## src/rtl/uart_tx_arbiter.sv

```systemverilog
// ============================================================================
//  Module   : uart_tx_arbiter
//  Purpose  : Round-robin sharing of one UART transmitter among NREQ byte
//             producers, sequencing the transmit/busy handshake per byte.
//  Revision : 1.0  initial release
// ============================================================================
`default_nettype none

module uart_tx_arbiter #(
  parameter int NREQ        = 4,
  parameter int IDW         = 2,
  parameter int ACK_TIMEOUT = 16,
  parameter int GAP_CYCLES  = 2
) (
  input  logic                clock,
  input  logic                reset,
  input  logic [NREQ-1:0]     req_valid,
  input  logic [8*NREQ-1:0]   req_data,
  output logic [NREQ-1:0]     req_ready,
  output logic [7:0]          uart_data,
  output logic                uart_transmit,
  input  logic                uart_busy,
  output logic [IDW-1:0]      grant_id,
  output logic                active,
  output logic                err_timeout
);

  localparam int c_CMAX = (ACK_TIMEOUT > GAP_CYCLES) ? ACK_TIMEOUT : GAP_CYCLES;
  localparam int c_CW   = (c_CMAX < 2) ? 1 : $clog2(c_CMAX);
  localparam logic [c_CW-1:0] c_ACK_LAST = c_CW'(ACK_TIMEOUT - 1);
  localparam logic [c_CW-1:0] c_GAP_LAST = (GAP_CYCLES > 0) ? c_CW'(GAP_CYCLES - 1) : '0;

  typedef enum logic [1:0] {
    S_IDLE      = 2'd0,
    S_START     = 2'd1,
    S_WAIT_DONE = 2'd2,
    S_GAP       = 2'd3
  } state_t;

  state_t            r_state;
  logic [IDW-1:0]    r_rr_ptr;
  logic [c_CW-1:0]   r_cnt;
  logic [7:0]        r_data;
  logic [IDW-1:0]    r_gid;
  logic              r_tx;
  logic              r_active;
  logic              r_err;

  logic [2*NREQ-1:0] w_dbl;
  logic              w_found;
  logic [IDW-1:0]    w_winner;
  logic [IDW-1:0]    w_next_ptr;
  logic [NREQ-1:0]   w_onehot;
  logic [7:0]        w_data;
  logic              w_accept;

  // Rotating the doubled request vector by rr_ptr turns the round-robin
  // search into a plain lowest-set-bit search over the first NREQ bits.
  always_comb begin
    w_dbl    = {req_valid, req_valid} >> r_rr_ptr;
    w_found  = 1'b0;
    w_winner = '0;
    for (int k = 0; k < NREQ; k++) begin
      if (!w_found && w_dbl[k]) begin
        w_found  = 1'b1;
        w_winner = IDW'((int'(r_rr_ptr) + k) % NREQ);
      end
    end
    w_next_ptr = IDW'((int'(w_winner) + 1) % NREQ);
  end

  always_comb begin
    w_onehot = '0;
    w_data   = 8'h00;
    for (int i = 0; i < NREQ; i++) begin
      if (w_winner == IDW'(i)) begin
        w_onehot[i] = 1'b1;
        w_data      = req_data[8*i +: 8];
      end
    end
  end

  // The accept pulse must coincide with the cycle the byte is captured,
  // so it is decoded from the registered state rather than registered itself.
  assign w_accept = (r_state == S_IDLE) && !reset && !uart_busy && w_found;

  always_ff @(posedge clock) begin
    if (reset) begin
      r_state  <= S_IDLE;
      r_rr_ptr <= '0;
      r_cnt    <= '0;
      r_data   <= 8'h00;
      r_gid    <= '0;
      r_tx     <= 1'b0;
      r_active <= 1'b0;
      r_err    <= 1'b0;
    end else begin
      r_err <= 1'b0;
      case (r_state)
        S_IDLE: begin
          if (w_accept) begin
            r_data   <= w_data;
            r_gid    <= w_winner;
            r_rr_ptr <= w_next_ptr;
            r_tx     <= 1'b1;
            r_active <= 1'b1;
            r_cnt    <= '0;
            r_state  <= S_START;
          end
        end
        S_START: begin
          if (uart_busy) begin
            r_tx    <= 1'b0;
            r_state <= S_WAIT_DONE;
          end else if (r_cnt == c_ACK_LAST) begin
            r_tx  <= 1'b0;
            r_err <= 1'b1;
            r_cnt <= '0;
            if (GAP_CYCLES == 0) begin
              r_active <= 1'b0;
              r_state  <= S_IDLE;
            end else begin
              r_state <= S_GAP;
            end
          end else begin
            r_cnt <= r_cnt + c_CW'(1);
          end
        end
        S_WAIT_DONE: begin
          // No glitch filtering: a single low cycle of busy ends the transfer.
          if (!uart_busy) begin
            r_cnt <= '0;
            if (GAP_CYCLES == 0) begin
              r_active <= 1'b0;
              r_state  <= S_IDLE;
            end else begin
              r_state <= S_GAP;
            end
          end
        end
        S_GAP: begin
          if (r_cnt == c_GAP_LAST) begin
            r_active <= 1'b0;
            r_state  <= S_IDLE;
          end else begin
            r_cnt <= r_cnt + c_CW'(1);
          end
        end
        default: r_state <= S_IDLE;
      endcase
    end
  end

  assign req_ready     = w_accept ? w_onehot : '0;
  assign uart_data     = r_data;
  assign uart_transmit = r_tx;
  assign grant_id      = r_gid;
  assign active        = r_active;
  assign err_timeout   = r_err;

endmodule

`default_nettype wire

```

## config.mk

```make
export PLATFORM = sky130hd
export DESIGN_NAME = uart_tx_arbiter
export DESIGN_NICKNAME = d
export VERILOG_FILES = /design/src/rtl/uart_tx_arbiter.sv
export SDC_FILE = /design/constraint.sdc
export NUM_CORES = 1
export LEC_CHECK = 0
export CAP_MARGIN = 20
export CORE_MARGIN = 4
export CORE_UTILIZATION = 40
export CTS_BUF_LIST = sky130_fd_sc_hd__clkbuf_4 sky130_fd_sc_hd__clkbuf_8 sky130_fd_sc_hd__clkbuf_16
export CTS_CLUSTER_DIAMETER = 120
export DETAILED_ROUTE_END_ITERATION = 10
export GPL_ROUTABILITY_DRIVEN = 0
export GPL_TIMING_DRIVEN = 0
export PLACE_DENSITY = 0.72
export SKIP_CTS_REPAIR_TIMING = 1
export SLEW_MARGIN = 10
export SYNTH_ARGS = -nofsm -noshare
export SYNTH_HDL_FRONTEND = slang
export SYNTH_SLANG_ARGS = --single-unit
```

## constraint.sdc

```tcl
create_clock -name clock -period 2.8 [get_ports clock]
set_input_delay 0.28 -clock clock [delete_from_list [all_inputs] [get_ports clock]]
set_output_delay 0.28 -clock clock [all_outputs]
set_load 0.01 [all_outputs]
```

==> results.json, run 1 <==
{
  "rr_endpoint": "uart_data[0]$_SDFFE_PP0P_",
  "holdPathStages": 2,
  "cp-end-kind": "output pin",
  "hold_violations": 0,
  "dp_hpwl_um": 3140,
  "fmax_mhz": 374,
  "die_w_um": 68.1,
  "r2r-start": "r_rr_ptr[1]$_SDFFE_PP0P_",
  "antennaDiodeCount": 0,
  "tritoncts": "done",
  "syn_avg_cell_area_sq_um": 8.07,
  "hold_path_class": "reg2reg",
  "setup_tns_ps": 0,
  "p_leak_nw": 0.841,
  "syn_to_final_growth_pct": 50.0,
  "ys_seq_area_frac": 0.291,
  "h-tree-depth": 1,
  "numCtsBuffers": 3,
  "routed_via_density": 5.29,
  "grt_max_degree": 13,
  "coreArea_sq_um": 3420,
  "insertion_delay_ps": 300,
  "final_cell_area_sq_um": 2170,
  "wl_um": 4030,
  "start_util": 0.423,
  "die-area_sq_um": 4640,
  "r2r_setup_slack_ps": 410,
  "min_to": "grant_id[0]$_SDFFE_PP0P_",
  "required_ps": 2520,
  "grt_pass1_wl_um": 6410,
  "period_minus_slack_ps": 2680,
  "slew_headroom": 0.628,
  "netlist_instances": 179,
  "drc": 0,
  "critical_path_class": "reg2out",
  "worstPathArrival_ps": 2400,
  "routedWlPerCell_um": 14.2,
  "yosysUniqueCellTypes": 40,
  "path_max_fanout": 10,
  "final_layout_size_suffix_gt1_frac": 0.114,
  "syn_nets": 229,
  "fin_nets": 288,
  "worst-slew-pin-transition_ps": 558,
  "cts_root_buf": "clkbuf_4",
  "skew_ps": 3.95,
  "cp-start-kind": "flip-flop",
  "maxCapViolCount": 0,
  "ir_drop_v": 0.000429,
  "fp-row-count": 21,
  "yosysWarnings": 0,
  "ant_nets": 0,
  "clk_pin_slew_worst_paths_ps": 110,
  "status": "completed",
  "io_buffers": 55,
  "drv_slew": 0,
  "first_global_vias": 1393,
  "worst-r2r-cell-count": 10,
  "track_usage": 0.178,
  "placed_cell_area_sq_um": 2050,
  "powerDensity_nw_per_um2": 560,
  "overflow": 0,
  "synth_seq_cells": 21,
  "min-delay-start": "grant_id[0]$_SDFFE_PP0P_",
  "syn_area_sq_um": 1450,
  "cts_buffer_depth": 2,
  "via_count": 1496,
  "dr.pass1.iters": 4,
  "first_iter_violations": 31,
  "setup_viol": 0,
  "post-route-period-util": 0.956,
  "clock_sinks": 21,
  "die-height_um": 68.1,
  "grt_antenna_before_repair": 0,
  "ioPinCount": 56
}
## power by group
| part | internal, W | switching (W) |
|---|---|---|
| clock | 0.0000532 | 0.0000906 |
| combinational | 0.000333 | 0.000340 |
| sequential | 0.000354 | 0.0000413 |
| total | 0.000741 | 0.000472 |
## worst max path at each step
stage,from,end,slack [ps],cells after the start
after floorplan,r_rr_ptr[1]$_SDFFE_PP0P_,uart_data[3]$_SDFFE_PP0P_,480,10
after global placement,req_valid[0],req_ready[3],-690,9
after detailed placement,req_valid[0],req_ready[3],-700,9
after CTS,r_rr_ptr[1]$_SDFFE_PP0P_,req_ready[3],-750,8
after global routing,r_rr_ptr[1]$_SDFFE_PP0P_,req_ready[3],-30,8
final,r_rr_ptr[1]$_SDFFE_PP0P_,req_ready[3],120,8
## critical path, cell delays in order (launching register included)
cell,delay [ps]
dfxtp_4,400
mux2i_1,220
nor2_2,70
nor4_4,240
buf_4,180
ha_4,180
buf_6,140
and2_1,130
clkdlybuf4s50_1,530
## per-stage QoR
stage               hold slack [ps]  worst slack (ps)  cells  power [W]  utilization
floorplan                       471               478    179   0.000812            -
global placement                447              -685    280    0.00104        0.601
detailed placement              464              -700    280    0.00105        0.601
CTS                             484              -753    284    0.00120        0.609
global route                    527             -30.7    283    0.00132        0.634
finish                          476               124    283    0.00121        0.634
## layer usage
layer	GRT usage	wire length (um)	vias to the layer above
met2	0.296	1710	52
met3	0.0378	373	4
met1	0.234	1920	662
li1	-	-	778
met5	0	0	-
met4	0.0447	33	0
## synthesized netlist by cell type (all sizes together)
cell     instances  area [sq um]
a21o             2          15.0
o22ai            1          6.26
nand4            1          6.26
o21a             2          15.0
o2bb2ai          1          8.76
inv              8          30.0
mux2i            1          10.0
a21boi           1          7.51
nand3            7          35.0
nand2           17          63.8
nor2b            9          56.3
a21oi           11          55.1
a2bb2oi          1          8.76
dfxtp           21           420
and3             3          23.8
nor2            14          52.6
a32oi            1          8.76
clkbuf           6          22.5
and2             5          31.3
nand3b           1          7.51
nor4             2          12.5
nand2b           3          18.8
o211ai           1          7.51
buf              4          23.8
nor3b            2          15.0
o221ai           1          8.76
o31ai            2          15.0
or4              2          15.0
o221a            1          11.3
nand4b           2          17.5
a221oi           8          70.1
nor3            10          80.1
o21ai            8          40.0
a211oi           1          7.51
o311a            8          80.1
ha              11           138
## sequential cells by signal, summed over array words and instances, names as in the netlist
name           flops
uart_data          8
r_cnt              4
grant_id           2
r_rr_ptr           2
r_state            2
active             1
err_timeout        1
uart_transmit      1
## kinds of logic (layout without fill, tap and decap cells)
family / after synthesis / after routing / share of synthesized area
muxes: 1 / 1 / 0.00693
and+or+nand+nor: 78 / 78 / 0.301
buffers and inverters: 18 / 76 / 0.0528
adders and majority gates: 11 / 11 / 0.0952
DFF: 21 / 21 / 0.291
AOI/OAI and AO/OA: 50 / 50 / 0.253
## cell type report
type,instances,area [sq um]
fillers,322,1250
well taps,46,57.6
clock inverters,1,5.00
inverters,8,30.0
flip-flops and latches,21,424
plain buffers,8,51.3
clock buffers,3,22.5
repair buffers,56,568
multi-input cells,140,1010
## placed cells by master, fill, tap and decap left out, drive strengths merged, types with 8 or more instances in the layout
| cell | netlist | routed |
|---|---|---|
| nor2b | 9 | 9 |
| o21ai | 8 | 8 |
| clkbuf | 6 | 8 |
| inv | 8 | 8 |
| a221oi | 8 | 8 |
| clkdlybuf4s50 | 0 | 51 |
| ha | 11 | 11 |
| nor2 | 14 | 14 |
| a21oi | 11 | 11 |
| dfxtp | 21 | 21 |
| o311a | 8 | 8 |
| nor3 | 10 | 10 |
| nand2 | 17 | 17 |
Power figures use the tool's default switching activity.
==> run 2: changes to the inputs <==
--- a/config.mk
+++ b/config.mk
@@ -6,6 +6,7 @@
 export NUM_CORES = 1
 export LEC_CHECK = 0
 export CAP_MARGIN = 20
+export CORE_ASPECT_RATIO = 0.8
 export CORE_MARGIN = 4
 export CORE_UTILIZATION = 40
 export CTS_BUF_LIST = sky130_fd_sc_hd__clkbuf_4 sky130_fd_sc_hd__clkbuf_8 sky130_fd_sc_hd__clkbuf_16
==> results.json, run 2 (synthesis gave the netlist of run 1 again) <==
{
  "grt_setup_unrepaired": "no",
  "cts_buffer_depth": 2,
  "pwr-share-clk": 0.164,
  "die-area_sq_um": 4640,
  "intPower_w": 0.000798,
  "first_iter_violations": 53,
  "final_common_cell": "clkdlybuf4s50_1",
  "seqPwrFrac": 0.308,
  "p_leak_nw": 0.862,
  "clk_pin_slew_worst_paths_ps": 70,
  "cp-start-kind": "flip-flop",
  "final_layout_size_suffix_gt1_frac": 0.117,
  "p_sw_frac": 0.379,
  "status": "completed",
  "worstPathArrival_ps": 2390,
  "post-route-period-util": 0.954,
  "path_max_fanout": 10,
  "drc": 0,
  "slew_headroom": 0.609,
  "h-tree-depth": 1,
  "utilization": 0.635,
  "placed_cell_area_sq_um": 2050,
  "dr.pass1.iters": 4,
  "ant_nets": 0,
  "maxCapViolCount": 0,
  "hold_path_class": "reg2reg",
  "period_minus_slack_ps": 2670,
  "grt_antenna_before_repair": 0,
  "hold_violations": 0,
  "layout.cells.most_common_list": "clkdlybuf4s50_1 (51), dfxtp_1 (20), nand2_1 (17), nor2_1 (13), a21oi_1 (10)",
  "ir_drop_v": 0.000321,
  "switchingPower_w": 0.000487,
  "wl_um": 4300,
  "dp_hpwl_um": 3290,
  "drv_slew": 0,
  "overflow": 0,
  "start_util": 0.419,
  "via_count": 1538,
  "dp_cells": 276,
  "worst-slew-pin-transition_ps": 587,
  "setup_ws_ps": 129,
  "fmax_mhz": 374,
  "fin_nets": 290,
  "instances_no_fill": 281,
  "tritoncts": "done",
  "ioPinCount": 56,
  "place_worst_setup_slack_ps": -702,
  "clock_sinks": 21,
  "io_buffers": 55,
  "routed_via_density": 5.47,
  "antennaDiodeCount": 0,
  "numCtsBuffers": 3,
  "cts_root_buf": "clkbuf_8",
  "die-height_um": 61.8,
  "track_usage": 0.174,
  "coreArea_sq_um": 3450,
  "required_ps": 2520,
  "insertion_delay_ps": 260,
  "first_global_vias": 1332,
  "routedWlPerCell_um": 15.3,
  "critical_path_class": "reg2out",
  "grt_pass1_wl_um": 6240,
  "fp-row-count": 19,
  "cp-end-kind": "output pin",
  "final_cell_area_sq_um": 2190,
  "powerDensity_nw_per_um2": 587,
  "skew_ps": 5.62,
  "setup_viol": 0,
  "grt_max_degree": 12,
  "largest_reg_flops": 8,
  "syn_to_final_growth_pct": 51.5,
  "die_w_um": 75.2,
  "combPwrFrac": 0.528
}
==> run 2: changes by cell type in the layout (fill, tap and decap cells not counted) <==
cell	delta
ha_2	-1
clkinv_2	-1
ha_1	+1
buf_4	+3
buf_6	-1
dfxtp_2	+1
buf_2	+1
clkbuf_8	+3
dfxtp_4	-1
clkbuf_4	-2
clkbuf_2	-1
==> run 2: final cells by class <==
cell class | count | area (sq um)
multi-input combinational | 140 | 1010
tap | 42 | 52.6
fill | 316 | 1260
inverter | 8 | 30.0
timing repair buffer | 59 | 591
sequential | 21 | 422
clock buffer | 4 | 48.8
buffer | 7 | 40.0
==> run 2: stage by stage <==
step	hold slack [ps]	TNS (ps)	power (W)
CTS	460	-2100	0.00126
global route	482	0	0.00139
finish	456	0	0.00129
global placement	449	-4760	0.00104
detailed placement	449	-4280	0.00105
floorplan	471	0	0.000812
==> run 2: power groups by stage <==
stage	Combinational, W	Sequential [W]	Clock [W]
floorplan	0.000400	0.000411	0
global route	0.000757	0.000406	0.000228
finish	0.000678	0.000396	0.000211
global placement	0.000642	0.000401	0
detailed placement	0.000645	0.000401	0
CTS	0.000648	0.000394	0.000216
==> run 2: path summary, 6_finish.rpt <==
path	startpoint	end	slack, ps	cells past startpoint
max	r_rr_ptr[1]$_SDFFE_PP0P_	req_ready[3]	130	8
min	grant_id[0]$_SDFFE_PP0P_	grant_id[0]$_SDFFE_PP0P_	460	2
max reg2reg	r_rr_ptr[1]$_SDFFE_PP0P_	uart_data[3]$_SDFFE_PP0P_	400	9
min reg2reg	grant_id[0]$_SDFFE_PP0P_	grant_id[0]$_SDFFE_PP0P_	460	2
==> run 2: critical path, cell delays in order, from the launching register on <==
cell and delay [ps]:
dfxtp_2 400, mux2i_1 240, nor2_2 80, nor4_4 200
buf_4 180, ha_4 150, buf_2 220, and2_1 150
clkdlybuf4s50_1 530
==> run 2: layer usage <==
layer,global-route usage,vias up,part of all wire
met2,0.272,27,0.48
li1,-,783,-
met5,0,-,0
met1,0.246,724,0.46
met3,0.0498,4,0.046
met4,0.0274,0,0.0095
